===== src/rtl/mac_pkg.sv =====
// Shared definitions for the mac_acc_16 multiply-accumulate stage: state
// encoding, default widths and signed saturation limits.
package mac_pkg;

    typedef enum logic {
        ST_IDLE = 1'b0,
        ST_ACC  = 1'b1
    } mac_state_t;

    localparam int ACC_W_DEF = 40;
    localparam int CNT_W_DEF = 8;
    localparam int PROD_W    = 32;

    // Limits are built at 64 bits and narrowed by the user; valid for w <= 64.
    function automatic logic signed [63:0] sat_max(input int w);
        return (64'sd1 <<< (w - 1)) - 64'sd1;
    endfunction

    function automatic logic signed [63:0] sat_min(input int w);
        return -(64'sd1 <<< (w - 1));
    endfunction

endpackage


===== src/rtl/mac_acc_sat.sv =====
// ACC_W-wide accumulate of a sign-extended 32-bit product with signed
// overflow detect; clamps to the signed limits when MAC_ACC_SAT_EN is defined.
module mac_acc_sat
    import mac_pkg::*;
#(
    parameter int ACC_W = ACC_W_DEF
) (
    input  logic signed [ACC_W-1:0]  acc,
    input  logic signed [PROD_W-1:0] prod,
    output logic signed [ACC_W-1:0]  sum,
    output logic                     ovf
);

    logic signed [ACC_W-1:0] prod_ext;
    logic signed [ACC_W-1:0] raw_sum;

`ifdef MAC_ACC_SAT_EN
    localparam logic signed [ACC_W-1:0] SAT_MAX = ACC_W'(sat_max(ACC_W));
    localparam logic signed [ACC_W-1:0] SAT_MIN = ACC_W'(sat_min(ACC_W));

    // Both addends share a sign on overflow, so that sign picks the rail.
    function automatic logic signed [ACC_W-1:0] clamp(
        input logic signed [ACC_W-1:0] value,
        input logic                    over,
        input logic                    neg
    );
        if (!over)
            return value;
        return neg ? SAT_MIN : SAT_MAX;
    endfunction
`endif

    assign prod_ext = ACC_W'(prod);
    assign raw_sum  = acc + prod_ext;
    assign ovf      = (acc[ACC_W-1] == prod_ext[ACC_W-1]) &&
                      (raw_sum[ACC_W-1] != acc[ACC_W-1]);

`ifdef MAC_ACC_SAT_EN
    assign sum = clamp(raw_sum, ovf, acc[ACC_W-1]);
`else
    assign sum = raw_sum;
`endif

endmodule


===== src/rtl/mul_tc_16_16.sv =====
// Combinational 16x16 two's-complement multiplier with a full 32-bit product.
module mul_tc_16_16 (
    input  logic signed [15:0] a,
    input  logic signed [15:0] b,
    output logic signed [31:0] product
);

    assign product = a * b;

endmodule


===== src/rtl/mac_acc_16.sv =====
// Two-stage multiply-accumulate over valid/ready streams: one result per
// group closed by in_last. Optional clamping build macro: MAC_ACC_SAT_EN.
module mac_acc_16
    import mac_pkg::*;
#(
    parameter int ACC_W = ACC_W_DEF,
    parameter int CNT_W = CNT_W_DEF
) (
    input  logic                    clk,
    input  logic                    rst_n,
    input  logic                    in_valid,
    output logic                    in_ready,
    input  logic signed [15:0]      in_a,
    input  logic signed [15:0]      in_b,
    input  logic                    in_last,
    output logic                    out_valid,
    input  logic                    out_ready,
    output logic signed [ACC_W-1:0] out_acc,
    output logic [CNT_W-1:0]        out_cnt,
    output logic                    out_ovf
);

    logic signed [PROD_W-1:0] prod_p0;
    logic                     hs_p0;
    logic signed [PROD_W-1:0] prod_p1;
    logic                     vld_p1;
    logic                     last_p1;
    logic                     adv_p1;

    mac_state_t               state_q;
    logic signed [ACC_W-1:0]  acc_q;
    logic signed [ACC_W-1:0]  acc_base;
    logic signed [ACC_W-1:0]  sum_p1;
    logic [CNT_W-1:0]         cnt_q;
    logic [CNT_W-1:0]         cnt_base;
    logic [CNT_W-1:0]         cnt_nxt;
    logic                     ovf_q;
    logic                     ovf_base;
    logic                     ovf_new;

    mul_tc_16_16 u_mul (
        .a       (in_a),
        .b       (in_b),
        .product (prod_p0)
    );

    // A held last term may only retire once the output register is free.
    assign adv_p1   = vld_p1 & (~last_p1 | ~out_valid | out_ready);
    assign in_ready = rst_n & (~vld_p1 | adv_p1);
    assign hs_p0    = in_valid & in_ready;

    assign acc_base = (state_q == ST_IDLE) ? '0 : acc_q;
    assign cnt_base = (state_q == ST_IDLE) ? '0 : cnt_q;
    assign ovf_base = (state_q == ST_IDLE) ? 1'b0 : ovf_q;
    assign cnt_nxt  = (cnt_base == {CNT_W{1'b1}}) ? cnt_base : cnt_base + 1'b1;

    mac_acc_sat #(.ACC_W(ACC_W)) u_sat (
        .acc  (acc_base),
        .prod (prod_p1),
        .sum  (sum_p1),
        .ovf  (ovf_new)
    );

    // ---- stage 0 -> stage 1: product register ----
    always_ff @(posedge clk) begin
        if (hs_p0)
            prod_p1 <= prod_p0;
    end

    // ---- stage 1 -> stage 2: accumulate and result register ----
    always_ff @(posedge clk) begin
        if (!rst_n) begin
            vld_p1    <= 1'b0;
            last_p1   <= 1'b0;
            state_q   <= ST_IDLE;
            acc_q     <= '0;
            cnt_q     <= '0;
            ovf_q     <= 1'b0;
            out_valid <= 1'b0;
            out_acc   <= '0;
            out_cnt   <= '0;
            out_ovf   <= 1'b0;
        end else begin
            if (hs_p0) begin
                vld_p1  <= 1'b1;
                last_p1 <= in_last;
            end else if (adv_p1) begin
                vld_p1  <= 1'b0;
            end

            if (out_valid && out_ready)
                out_valid <= 1'b0;

            if (adv_p1) begin
                if (last_p1) begin
                    out_acc   <= sum_p1;
                    out_cnt   <= cnt_nxt;
                    out_ovf   <= ovf_base | ovf_new;
                    out_valid <= 1'b1;
                    acc_q     <= '0;
                    cnt_q     <= '0;
                    ovf_q     <= 1'b0;
                    state_q   <= ST_IDLE;
                end else begin
                    acc_q     <= sum_p1;
                    cnt_q     <= cnt_nxt;
                    ovf_q     <= ovf_base | ovf_new;
                    state_q   <= ST_ACC;
                end
            end
        end
    end

endmodule


===== config.mk =====
export PLATFORM = sky130hd
export DESIGN_NAME = mac_acc_16
export DESIGN_NICKNAME = d
export VERILOG_FILES = /design/src/rtl/mac_pkg.sv /design/src/rtl/mac_acc_sat.sv /design/src/rtl/mul_tc_16_16.sv /design/src/rtl/mac_acc_16.sv
export SDC_FILE = /design/constraint.sdc
export NUM_CORES = 1
export LEC_CHECK = 0
export CORE_ASPECT_RATIO = 0.8
export CORE_MARGIN = 10
export CORE_UTILIZATION = 45
export CTS_BUF_LIST = sky130_fd_sc_hd__clkbuf_4 sky130_fd_sc_hd__clkbuf_8 sky130_fd_sc_hd__clkbuf_16
export CTS_CLUSTER_DIAMETER = 100
export DETAILED_ROUTE_END_ITERATION = 10
export GPL_TIMING_DRIVEN = 0
export SETUP_SLACK_MARGIN = 0.02
export SYNTH_ARGS = -nofsm -noshare
export SYNTH_HDL_FRONTEND = slang
export SYNTH_HIERARCHICAL = 1
export SYNTH_SLANG_ARGS = --single-unit
export TNS_END_PERCENT = 1

===== constraint.sdc =====
create_clock -name clk -period 7.5 [get_ports clk]
set_clock_uncertainty 0.05 [all_clocks]
set_input_delay 1.5 -clock clk [delete_from_list [all_inputs] [get_ports clk]]
set_output_delay 1.5 -clock clk [all_outputs]
set_load 0.05 [all_outputs]

* After elaboration in Yosys (flattened, before gate mapping) *
Cells that the tools add are included.
Widths: inputs -> output; s select.

operators by class
  $mul = 1
  bitwise operators = 10
  reduce and logical (&&, ||, !) cells = 4
  mux-type cells = 13
  equal/unequal tests = 3
  add/sub/neg operators = 2

operator list
  cell                 count
  $mux 40              2
  $add 40x32->40       1
  $mul 16x16->32       1
  $mux 8               3
  $add 8x1->8 const B  1
  $eq 8x8->1 const B   1
  $mux 1               8
  $or 1x1->1           4
  $and 1x1->1          3
  $not 1->1            3
  $logic_and 1x1->1    2
  $reduce_and 2->1     1
  $reduce_bool 2->1    1
  $eq 1x1->1           1
  $ne 1x1->1           1

storage, ports and cells
  bits in registers = 134
  word-level logic and storage cells = 44
  output and inout bits = 51
  input bits = 37

* Longest topological paths before layout *
Gate-level depths: netlist (run 1).

  depth after elaboration = 8
  mapped depth = 22
  gate-level depth less buffers = 20

* Modules after synthesis *
The synthesis (run 1) kept the hierarchy.

by module, submodules not included
  module        cells an instance  area each (um^2)  seq. area each (um^2)  times used
  mul_tc_16_16  1,086              9,855.7           0.0                    1
  mac_acc_16    463                4,874.7           3,002.9                1
  mac_acc_sat   331                2,257.2           0.0                    1

* Worst setup path after synthesis (run 1) *
OpenSTA, ideal clock, no wires.

  kind = in2reg
  from = input port in_a[15]
  to = register prod_p1[28], data pin
  stages on the path = 18
  slack = 0.519 ns
  library setup time = 0.259 ns
  data required time = 7.191 ns
  path buffers = 1
  data arrival time = 6.672 ns
  cells stage by stage = clkbuf_1 -> nand2_1 -> inv_1 -> fa_1 -> fa_1 -> fa_1 -> fa_1 -> fa_1 -> inv_1 -> fa_1 -> inv_1 -> ha_1 -> and3_1 -> a32o_1 -> a211oi_2 -> a21boi_2 -> a31oi_1 -> xnor2_1

between the ends
  longest elaborated chain between the ends = 1

RTL lines
  what                  RTL line           RTL
  from (decl)           mac_acc_16.sv:13   input logic signed [15:0] in_a,
  $mul 16x16->32        mul_tc_16_16.sv:8  assign product = a * b;
  net prod_p0[28]       mac_acc_16.sv:23   logic signed [PROD_W-1:0] prod_p0;
  to (signal assigned)  mac_acc_16.sv:67   prod_p1 <= prod_p0;
  to (decl)             mac_acc_16.sv:25   logic signed [PROD_W-1:0] prod_p1;

The timed path passes the listed nets, and every way through them passes these cells.
A chain may end at the register's enable or synchronous reset.

* Worst setup path after layout (run 1) *
  from = input port in_a[1]
  to = register prod_p1[29], data pin

The elaborated chain is that of the path after synthesis.

==> results of run 1 <==
## metrics by stage
stage          setup slack [ns]    util  cells  setup TNS [ns]  hold WS, ns
5_1_grt                 0.02520  0.5176   2487               0       0.4188
3_5_place_dp            -0.9455  0.4982   2455          -9.238       0.3886
3_3_place_gp            -0.9324  0.4974   2454          -9.513       0.3840
2_1_floorplan            0.5187       -   1880               0       0.3773
6_report                 0.2662  0.5176   2487               0       0.4005
4_1_cts                0.001818  0.5150   2487               0       0.3971
## tightest hold or removal path: stages, from the launching register on
cell	delay (ns)
dfxtp_1	0.31
nand2_1	0.05
a21oi_1	0.05
## timing repair
action | in CTS | in global routing
endpoints found under the setup margin | 11 | 12
pin swaps | 1 | 1
resized for setup | 31 | 71
setup buffers | 1 | 0
## state kept, by name, summed over array words and instances (netlist names), 8 cells and up
register / flops
prod_p1: 32
out_cnt: 8
acc_q: 40
cnt_q: 8
out_acc: 40
## logic make-up after synthesis
logic type / Yosys count
AND/OR/NAND/NOR: 583
flip-flops: 134
adder cells (fa/ha/maj): 384
XOR/XNOR: 74
multiplexers: 4
AO/OA/AOI/OAI: 319
buffers and inverters: 382
## layout make-up
type                            instances  area (um^2)
Buffer                                 78        401.6
Tap cell                              487        609.3
Clock inverter                         10        93.84
Clock buffer                           21        491.7
Sequential cell                       134         3003
Multi-Input combinational cell       1364        12530
Inverter                              304         1141
Fill cell                            3476        17910
Timing Repair Buffer                   89        947.2
## worst paths after layout
check	startpoint	to	cells after the start
worst max-delay path	in_a[1]	prod_p1[29]	20
worst min-delay path	acc_q[39]	acc_q[39]	2
worst max register to register	state_q	acc_q[36]	15
worst min register to register	acc_q[39]	acc_q[39]	2
## synth_stat cells (all sizes together), types with 2 or more instances
cell	instances
inv	304
fa	263
nand2	225
and2	163
ha	121
a21oi	115
dfxtp	102
nor2	69
clkbuf	56
nand3	55
xnor2	53
o21ai	49
a22o	45
edfxtp	32
a21o	22
buf	22
xor2	21
nand4	17
o21bai	13
nor3	12
a31oi	11
and3	11
a211oi	10
nor2b	10
nand2b	8
o21a	7
a41oi	6
o221ai	5
o31ai	5
o41ai	5
a21boi	4
o211ai	4
mux2i	3
nor3b	3
a221oi	2
a31o	2
a32o	2
a41o	2
and3b	2
nor4	2
o2111ai	2
## layer usage
metal  global-route usage  wire (um)
met5                    0          0
met2               0.2982      19310
met4              0.03777        482
met3              0.03115       2347
met1               0.2734      21940
==> results by group, run 1 <==
Run status
  • Run status: finished clean

Route
  • DR vias/cell: 5.220
  • Remaining DRCs: 0
  • DR WL/cell: 17.73 um
  • First-pass DRT Iterations: 5
  • Vias: 12980
  • Post-route ant nets: 0
  • WL final: 44.08 mm
  • Drt first-iter violations: 779

Setup path
  • Critical path's top delay family: adder cells
  • Critical path cell sequence: clkdlybuf4s50_1 -> clkbuf_4 -> nand2_1 -> fa_1 -> fa_1 -> inv_1 -> fa_1 -> fa_1 -> fa_1 -> inv_1 -> fa_1 -> inv_1 -> ha_1 -> nand2_1 -> nor2_1 -> a41oi_2 -> o21a_4 -> o21ai_2 -> a31oi_1 -> xnor2_1
  • Critical path's most frequent cell: fa_1
  • Crit start category: input pin
  • Data required, critical path: 7.60 ns
  • Arrival time of the worst setup path: 7.34 ns
  • Worst Path Max Fanout: 10
  • R2R setup slack: 3.38 ns
  • Largest stage delay on the critical path: 0.69 ns
  • Crit. End Element: flip-flop
  • Buffers & Inverters on Critical Path: 5
  • CP Class: input pin to flip-flop
  • Slowest cell on crit path: clkdlybuf4s50_1

Clocking
  • Worst-skew pair later-pin latency: 0.42 ns
  • Clk sink count: 134
  • Number of H-tree levels: 4
  • CTS Buf Count: 17
  • Max clock buf depth: 2
  • CTS tree: built
  • CTS root buffer: clkbuf_16
  • Hold_buf cts: 0
  • Clock transition at path regs: 0.06 ns

Finish
  • Ant. Diodes: 0
  • Final nets: 2409
  • Fin area: 0.01922 mm^2
  • Area growth syn-to-layout: 13.13%
  • Share of layout cells above drive strength 1: 0.05900
  • Most common cell after layout, fill and taps aside: inv_1
  • Most frequent cells in the layout: 303 x inv_1, 261 x fa_1, 224 x nand2_1

Logic synthesis
  • Top cell type's share of synthesized area: 0.3099
  • Library cells used by synthesis: 78
  • Compound-cell area share of the yosys netlist: 0.1289
  • Main combinational cell family by area after synthesis: adder cells
  • Post-synthesis adder-cell area fraction: 0.3991
  • Cell taking the most area after synthesis: fa_1
  • Post-synthesis simple-gate area fraction: 0.1684
  • #FFs+latches synth: 134
  • Avg Cell Area, Syn: 9.036 um^2
  • Yosys Warn Count: 6
  • Post-Synthesis Net Count: 2301
  • Sequential area share after synthesis: 0.1768
  • Post-synthesis mux area share: 0.002431
  • EDFF count, synth: 32
  • Post-synth ARST share: 0
  • Ys flop type: dfxtp_1
  • Mapped Area: 0.01699 mm^2
  • Main area contributors after synthesis: fa_1 31%, dfxtp_1 12%, ha_1 8.9%, inv_1 6.7%, and2_1 6.0%
  • Post-synthesis cell count: 1880
  • Post-synthesis xor/xnor area fraction: 0.03815

Placement
  • Number of buffers inserted by port buffering: 87
  • Gpl congestion: 0.9382
  • Placed inst area: 0.01850 mm^2
  • Hpwl dp: 36.76 mm

Die
  • Num rows: 63
  • DIE WIDTH: 237.2 um
  • Core Area: 0.03713 mm^2
  • Die area: 0.04597 mm^2
  • Initial Util: 0.4576
  • Die height: 193.8 um
  • # IOs: 88

STA
  • Worst slew pin tran: 0.9297 ns
  • Final min period: 7.234 ns
  • Achievable Freq: 0.1382 GHz
  • Relative slew slack: 0.3802
  • Final slew viol count: 0
  • Final period utilization: 0.9645
  • RSZ-0062 raised after global routing: false
  • Final Hold Vio Count: 0
  • Setup violations, final: 0

Global route
  • Total gr overflow: 0
  • First-pass GRT wire length: 72.03 mm
  • Pin count of the biggest net entering global routing: 18
  • Tot GR Track Use: 0.1909
  • Vias in the first global route: 13550
  • Initial antenna violation count: 0

Job
  • MaxCap Viol Count: 0

Worst hold path
  • Hold WC Path Type: flip-flop to flip-flop
Power of run 1 is left out: the tool's default activity adds up to more than one toggle a clock period on the data nets, which glitch-free logic cannot reach.
==> inputs of run 2 (changes only) <==
--- a/config.mk
+++ b/config.mk
@@ -11,7 +11,6 @@
 export CTS_BUF_LIST = sky130_fd_sc_hd__clkbuf_4 sky130_fd_sc_hd__clkbuf_8 sky130_fd_sc_hd__clkbuf_16
 export CTS_CLUSTER_DIAMETER = 100
 export DETAILED_ROUTE_END_ITERATION = 10
-export GPL_TIMING_DRIVEN = 0
 export SETUP_SLACK_MARGIN = 0.02
 export SYNTH_ARGS = -nofsm -noshare
 export SYNTH_HDL_FRONTEND = slang
==> results by group, run 2 (synthesized netlist as in run 1, its figures left out) <==
Run status
  • Run status: finished clean (unchanged)

Clocking
  • Clk sink count: 134 (unchanged)
  • Hold_buf cts: 0 (unchanged)
  • CTS tree: built (unchanged)
  • CTS root buffer: clkbuf_16 (unchanged)
  • Setup bufs post-CTS: 0 (was 1)
  • Clock transition at path regs: 0.06 ns (about the same)
  • Worst-skew pair later-pin latency: 0.42 ns (about the same)
  • CTS Buf Count: 17 (unchanged)
  • Max clock buf depth: 2 (unchanged)
  • CTS resizes: 0 (was 31)
  • Number of H-tree levels: 4 (unchanged)

Die
  • Initial Util: 0.4576 (unchanged)
  • DIE WIDTH: 237.2 um (unchanged)
  • Die height: 193.8 um (unchanged)
  • Core Area: 0.03713 mm^2 (unchanged)
  • Die area: 0.04597 mm^2 (unchanged)
  • # IOs: 88 (unchanged)
  • Num rows: 63 (unchanged)

Finish
  • Area growth syn-to-layout: 14.39% (was 13.13%)
  • Most frequent cells in the layout: 303 x inv_1, 263 x fa_1, 224 x nand2_1 (was 303 x inv_1, 261 x fa_1, 224 x nand2_1)
  • Fin area: 0.01943 mm^2 (was 0.01922 mm^2)
  • Layout Utilization: 0.5234 (was 0.5176)
  • Most common cell after layout, fill and taps aside: inv_1 (unchanged)
  • Share of layout cells above drive strength 1: 0.07193 (was 0.05900)
  • Biggest regs: acc_q (40), out_acc (40), prod_p1 (32) (unchanged)
  • Ant. Diodes: 0 (unchanged)
  • Final nets: 2411 (was 2409)

Placement
  • Gpl congestion: 0.8953 (was 0.9382)
  • Placed inst area: 0.01888 mm^2 (was 0.01850 mm^2)
  • Number of buffers inserted by port buffering: 87 (unchanged)
  • Hpwl dp: 33.43 mm (was 36.76 mm)

Route
  • WL final: 40.79 mm (was 44.08 mm)
  • Remaining DRCs: 0 (unchanged)
  • Vias: 12940 (was 12980)
  • DR vias/cell: 5.199 (was 5.220)
  • First-pass DRT Iterations: 6 (was 5)
  • Post-route ant nets: 0 (unchanged)
  • DR WL/cell: 16.39 um (was 17.73 um)
  • Drt first-iter violations: 765 (was 779)

STA
  • Achievable Freq: 0.1410 GHz (was 0.1382 GHz)
  • Relative slew slack: 0.3001 (was 0.3802)
  • Worst slew pin tran: 1.047 ns (was 0.9297 ns)
  • Final slew viol count: 0 (unchanged)
  • Setup violations, final: 0 (unchanged)
  • RSZ-0062 raised after global routing: false (unchanged)
  • Final Hold Vio Count: 0 (unchanged)
  • Final period utilization: 0.9457 (was 0.9645)
  • Final min period: 7.093 ns (was 7.234 ns)
  • Worst Hold Slack: 0.3959 ns (was 0.4005 ns)

Setup path
  • Crit start category: input pin (unchanged)
  • Reg2Reg Depth: 14 (was 15)
  • Arrival time of the worst setup path: 7.20 ns (was 7.34 ns)
  • Data required, critical path: 7.61 ns (was 7.60 ns)
  • Worst Path Max Fanout: 6 (was 10)
  • CP Class: input pin to flip-flop (unchanged)
  • Crit. End Element: flip-flop (unchanged)

Global route
  • First-pass GRT wire length: 69.58 mm (was 72.03 mm)
  • Tot GR Track Use: 0.1788 (was 0.1909)
  • Initial antenna violation count: 0 (unchanged)
  • Pin count of the biggest net entering global routing: 49 (was 18)
  • Vias in the first global route: 13570 (was 13550)
  • Total gr overflow: 0 (unchanged)

Worst hold path
  • WHS Path Cells: 2 (unchanged)
  • Hold WC Path Type: flip-flop to flip-flop (unchanged)

Job
  • MaxCap Viol Count: 0 (unchanged)
## run 2: cell count changes in the layout (fill, tap and decap cells not counted), moves of 7 or more
cell	previous run	this run
dlymetal6s2s_1	21	0
buf_2	20	0
buf_4	4	74
clkbuf_4	11	4
buf_12	0	8
clkbuf_2	15	0
clkbuf_1	27	0
clkdlybuf4s50_1	63	87
## run 2: final timing paths
path / startpoint / end / slack (ns)
worst max-delay path: in_a[15] / prod_p1[26] / 0.41
worst min-delay path: acc_q[38] / acc_q[38] / 0.40
worst max register to register: state_q / acc_q[36] / 3.53
worst min register to register: acc_q[38] / acc_q[38] / 0.40
## run 2: cell type report
cell class	count	area (um^2)
sequential	134	3003
multi-input combinational	1364	12540
clock buffer	24	508.0
fill	3451	17690
inverter	304	1141
timing repair buffer	169	1587
clock inverter	7	46.29
tap	487	609.3
## run 2: stage by stage
stage               cells  setup WS [ns]  TNS [ns]
detailed placement   2458       -0.03140  -0.04478
global placement     2458        0.06462         0
floorplan            1880         0.5187         0
global route         2489        0.06714         0
CTS                  2489         0.4012         0
finish               2489         0.4072         0
## run 2: critical path, stage by stage
cell and delay [ns]:
clkdlybuf4s50_1 0.55, nand2_1 0.18, inv_1 0.10, fa_1 0.74
fa_1 0.51, fa_1 0.50, fa_1 0.50, fa_1 0.49
inv_1 0.05, fa_1 0.47, inv_1 0.04, ha_1 0.34
nand2_1 0.07, nor2_1 0.16, and3_1 0.25, o211ai_1 0.19
a21boi_2 0.27, mux2i_1 0.21, nand2_1 0.07
## run 2: metal layers
metal,global-route usage,routed length (um)
met5,0,0
met2,0.2789,17990
met3,0.02563,1981
met4,0.03659,518
met1,0.2581,20310
Power of run 2 is left out for the same reason.
==> inputs of run 3 (changes only) <==
--- a/config.mk
+++ b/config.mk
@@ -11,6 +11,7 @@
 export CTS_BUF_LIST = sky130_fd_sc_hd__clkbuf_4 sky130_fd_sc_hd__clkbuf_8 sky130_fd_sc_hd__clkbuf_16
 export CTS_CLUSTER_DIAMETER = 100
 export DETAILED_ROUTE_END_ITERATION = 10
+export RECOVER_POWER = 50
 export SETUP_SLACK_MARGIN = 0.02
 export SYNTH_ARGS = -nofsm -noshare
 export SYNTH_HDL_FRONTEND = slang
==> results by group, run 3 (synthesized netlist as in run 1, its figures left out) <==
Placement
  • Gpl congestion: 0.8953 (unchanged)
  • Pre-CTS setup slack: -0.03140 ns (unchanged)
  • Number of buffers inserted by port buffering: 87 (unchanged)
  • Hpwl dp: 33.43 mm (unchanged)

Setup path
  • Slowest cell on crit path: fa_1 (unchanged)
  • Critical path cell sequence: clkdlybuf4s50_1 -> nand2_1 -> inv_1 -> fa_1 -> fa_1 -> fa_1 -> fa_1 -> fa_1 -> inv_1 -> fa_1 -> inv_1 -> ha_1 -> nand2_1 -> nor2_1 -> and3_1 -> o211ai_1 -> a21boi_2 -> mux2i_1 -> nand2_1 (unchanged)
  • Reg2Reg Depth: 14 (unchanged)
  • R2R setup slack: 3.51 ns (was 3.53 ns)
  • RR Endpoint: acc_q[36] (unchanged)
  • Critical path origin: in_a[15] (unchanged)
  • Crit. End Element: flip-flop (unchanged)
  • Buffers & Inverters on Critical Path: 4 (unchanged)
  • Critical path's top delay family: adder cells (unchanged)
  • Data required, critical path: 7.61 ns (about the same)
  • Stages on the worst setup path: 19 (unchanged)
  • Last element of the critical path: prod_p1[26] (unchanged)
  • Worst Path Max Fanout: 6 (unchanged)
  • Critical path's most frequent cell: fa_1 (unchanged)
  • Crit start category: input pin (unchanged)
  • Largest stage delay on the critical path: 0.74 ns (about the same)
  • Worst r2r src: state_q (unchanged)
  • CP Class: input pin to flip-flop (unchanged)
  • Arrival time of the worst setup path: 7.20 ns (about the same)

STA
  • RSZ-0062 raised after global routing: false (unchanged)
  • Final Hold Vio Count: 0 (unchanged)
  • Setup TNS: 0 ns (unchanged)
  • Final worst slack: 0.4098 ns (was 0.4072 ns)
  • Final slew viol count: 125 (was 0)
  • Achievable Freq: 0.1410 GHz (about the same)
  • Final period utilization: 0.9454 (was 0.9457)
  • Final min period: 7.090 ns (was 7.093 ns)
  • Worst slew pin tran: 2.334 ns (was 1.047 ns)
  • Relative slew slack: -0.5557 (was 0.3001)
  • Setup violations, final: 0 (unchanged)

Finish
  • Ant. Diodes: 0 (unchanged)
  • Most frequent cells in the layout: 303 x inv_1, 263 x fa_1, 224 x nand2_1 (unchanged)
  • Most common cell after layout, fill and taps aside: inv_1 (unchanged)
  • Area occupied by multi-input gates: 0.01252 mm^2 (was 0.01254 mm^2)
  • Sequential Area: 0.003003 mm^2 (unchanged)
  • Final nets: 2411 (unchanged)
  • Share of layout cells above drive strength 1: 0.06893 (was 0.07193)
  • Fill cells: 3455 (was 3451)
  • Area growth syn-to-layout: 14.19% (was 14.39%)
  • Biggest regs: acc_q (40), out_acc (40), prod_p1 (32) (unchanged)

Route
  • Post-route ant nets: 0 (unchanged)
  • Met3 WL post-DR: 1.944 mm (was 1.981 mm)
  • WL final: 40.75 mm (was 40.79 mm)
  • Uppermost layer routed: met4 (unchanged)
  • Drt first-iter violations: 804 (was 765)
  • First-pass DRT Iterations: 5 (was 6)
  • Remaining DRCs: 0 (unchanged)
  • DR WL/cell: 16.37 um (was 16.39 um)
  • Met2 WL: 17.97 mm (was 17.99 mm)
  • Met1 wire length: 20.36 mm (was 20.31 mm)
  • DR vias/cell: 5.205 (was 5.199)
  • Vias: 12960 (was 12940)

Clocking
  • Hold_buf cts: 0 (unchanged)
  • CTS resizes: 0 (unchanged)
  • Setup bufs post-CTS: 0 (unchanged)
  • Clk sink count: 134 (unchanged)
  • CTS tree: built (unchanged)
  • Max clock buf depth: 2 (unchanged)
  • CTS root buffer: clkbuf_16 (unchanged)
  • Clock transition at path regs: 0.06 ns (about the same)
  • Worst-skew pair later-pin latency: 0.42 ns (about the same)
  • Number of H-tree levels: 4 (unchanged)
  • CTS Buf Count: 17 (unchanged)

Global route
  • Tot GR Track Use: 0.1788 (unchanged)
  • Vias in the first global route: 13570 (unchanged)
  • Total gr overflow: 0 (unchanged)
  • First-pass GRT wire length: 69.58 mm (unchanged)
  • Pin count of the biggest net entering global routing: 49 (unchanged)
  • Initial antenna violation count: 0 (unchanged)

Die
  • Die area: 0.04597 mm^2 (unchanged)
  • Initial Util: 0.4576 (unchanged)
  • Num rows: 63 (unchanged)
  • Die height: 193.8 um (unchanged)
  • DIE WIDTH: 237.2 um (unchanged)
  • Core Area: 0.03713 mm^2 (unchanged)
  • # IOs: 88 (unchanged)

Run status
  • Run status: finished, violations left (was finished clean)
  • Failing checks: capacitance limit, slew limit

Worst hold path
  • Hold WC Path Type: flip-flop to flip-flop (unchanged)

Job
  • MaxCap Viol Count: 3 (was 0)
run 3: worst min-delay path by stage:
stage / from / endpoint / slack (ns) / depth (start not counted)
after global placement: acc_q[39] / acc_q[39] / 0.38 / 2
after detailed placement: acc_q[26] / acc_q[26] / 0.39 / 2
final: acc_q[38] / acc_q[38] / 0.40 / 2
after floorplan: acc_q[0] / acc_q[0] / 0.38 / 2
after global routing: acc_q[39] / acc_q[39] / 0.41 / 2
after CTS: acc_q[38] / acc_q[38] / 0.40 / 2
run 3: area by class of cell:
class | count | share of cell area
clock inverters | 7 | 0.002386
inverters | 304 | 0.05882
well taps | 487 | 0.03141
multi-input cells | 1364 | 0.6452
flip-flops and latches | 134 | 0.1548
repair buffers | 169 | 0.08120
clock buffers | 24 | 0.02619
run 3: worst register-to-register path, delay by kind of cell, from the launching register on:
kind / cells / cell delay, ns
flops: 1 / 0.29
buf+inv: 1 / 0.26
fa+ha+maj: 2 / 0.67
simple gates: 4 / 0.67
xor+xnor: 1 / 0.20
compound gates: 6 / 1.76
run 3: routing by layer:
layer	GRT usage	vias up
met5	0	-
met2	0.2789	320
met1	0.2581	6327
li1	-	6276
met3	0.02563	32
met4	0.03659	0
run 3: per-stage QoR:
| stage | cells | utilization | hold slack [ns] | instance area [um^2] |
|---|---|---|---|---|
| 6_report | 2489 | 0.5225 | 0.3956 | 19400 |
| 5_1_grt | 2489 | 0.5225 | 0.4136 | 19400 |
| 4_1_cts | 2489 | 0.5234 | 0.3967 | 19430 |
| 3_5_place_dp | 2458 | 0.5085 | 0.3886 | 18880 |
| 3_3_place_gp | 2458 | 0.5085 | 0.3836 | 18880 |
| 2_1_floorplan | 1880 | - | 0.3773 | 16990 |
Power of run 3 is left out for the same reason.
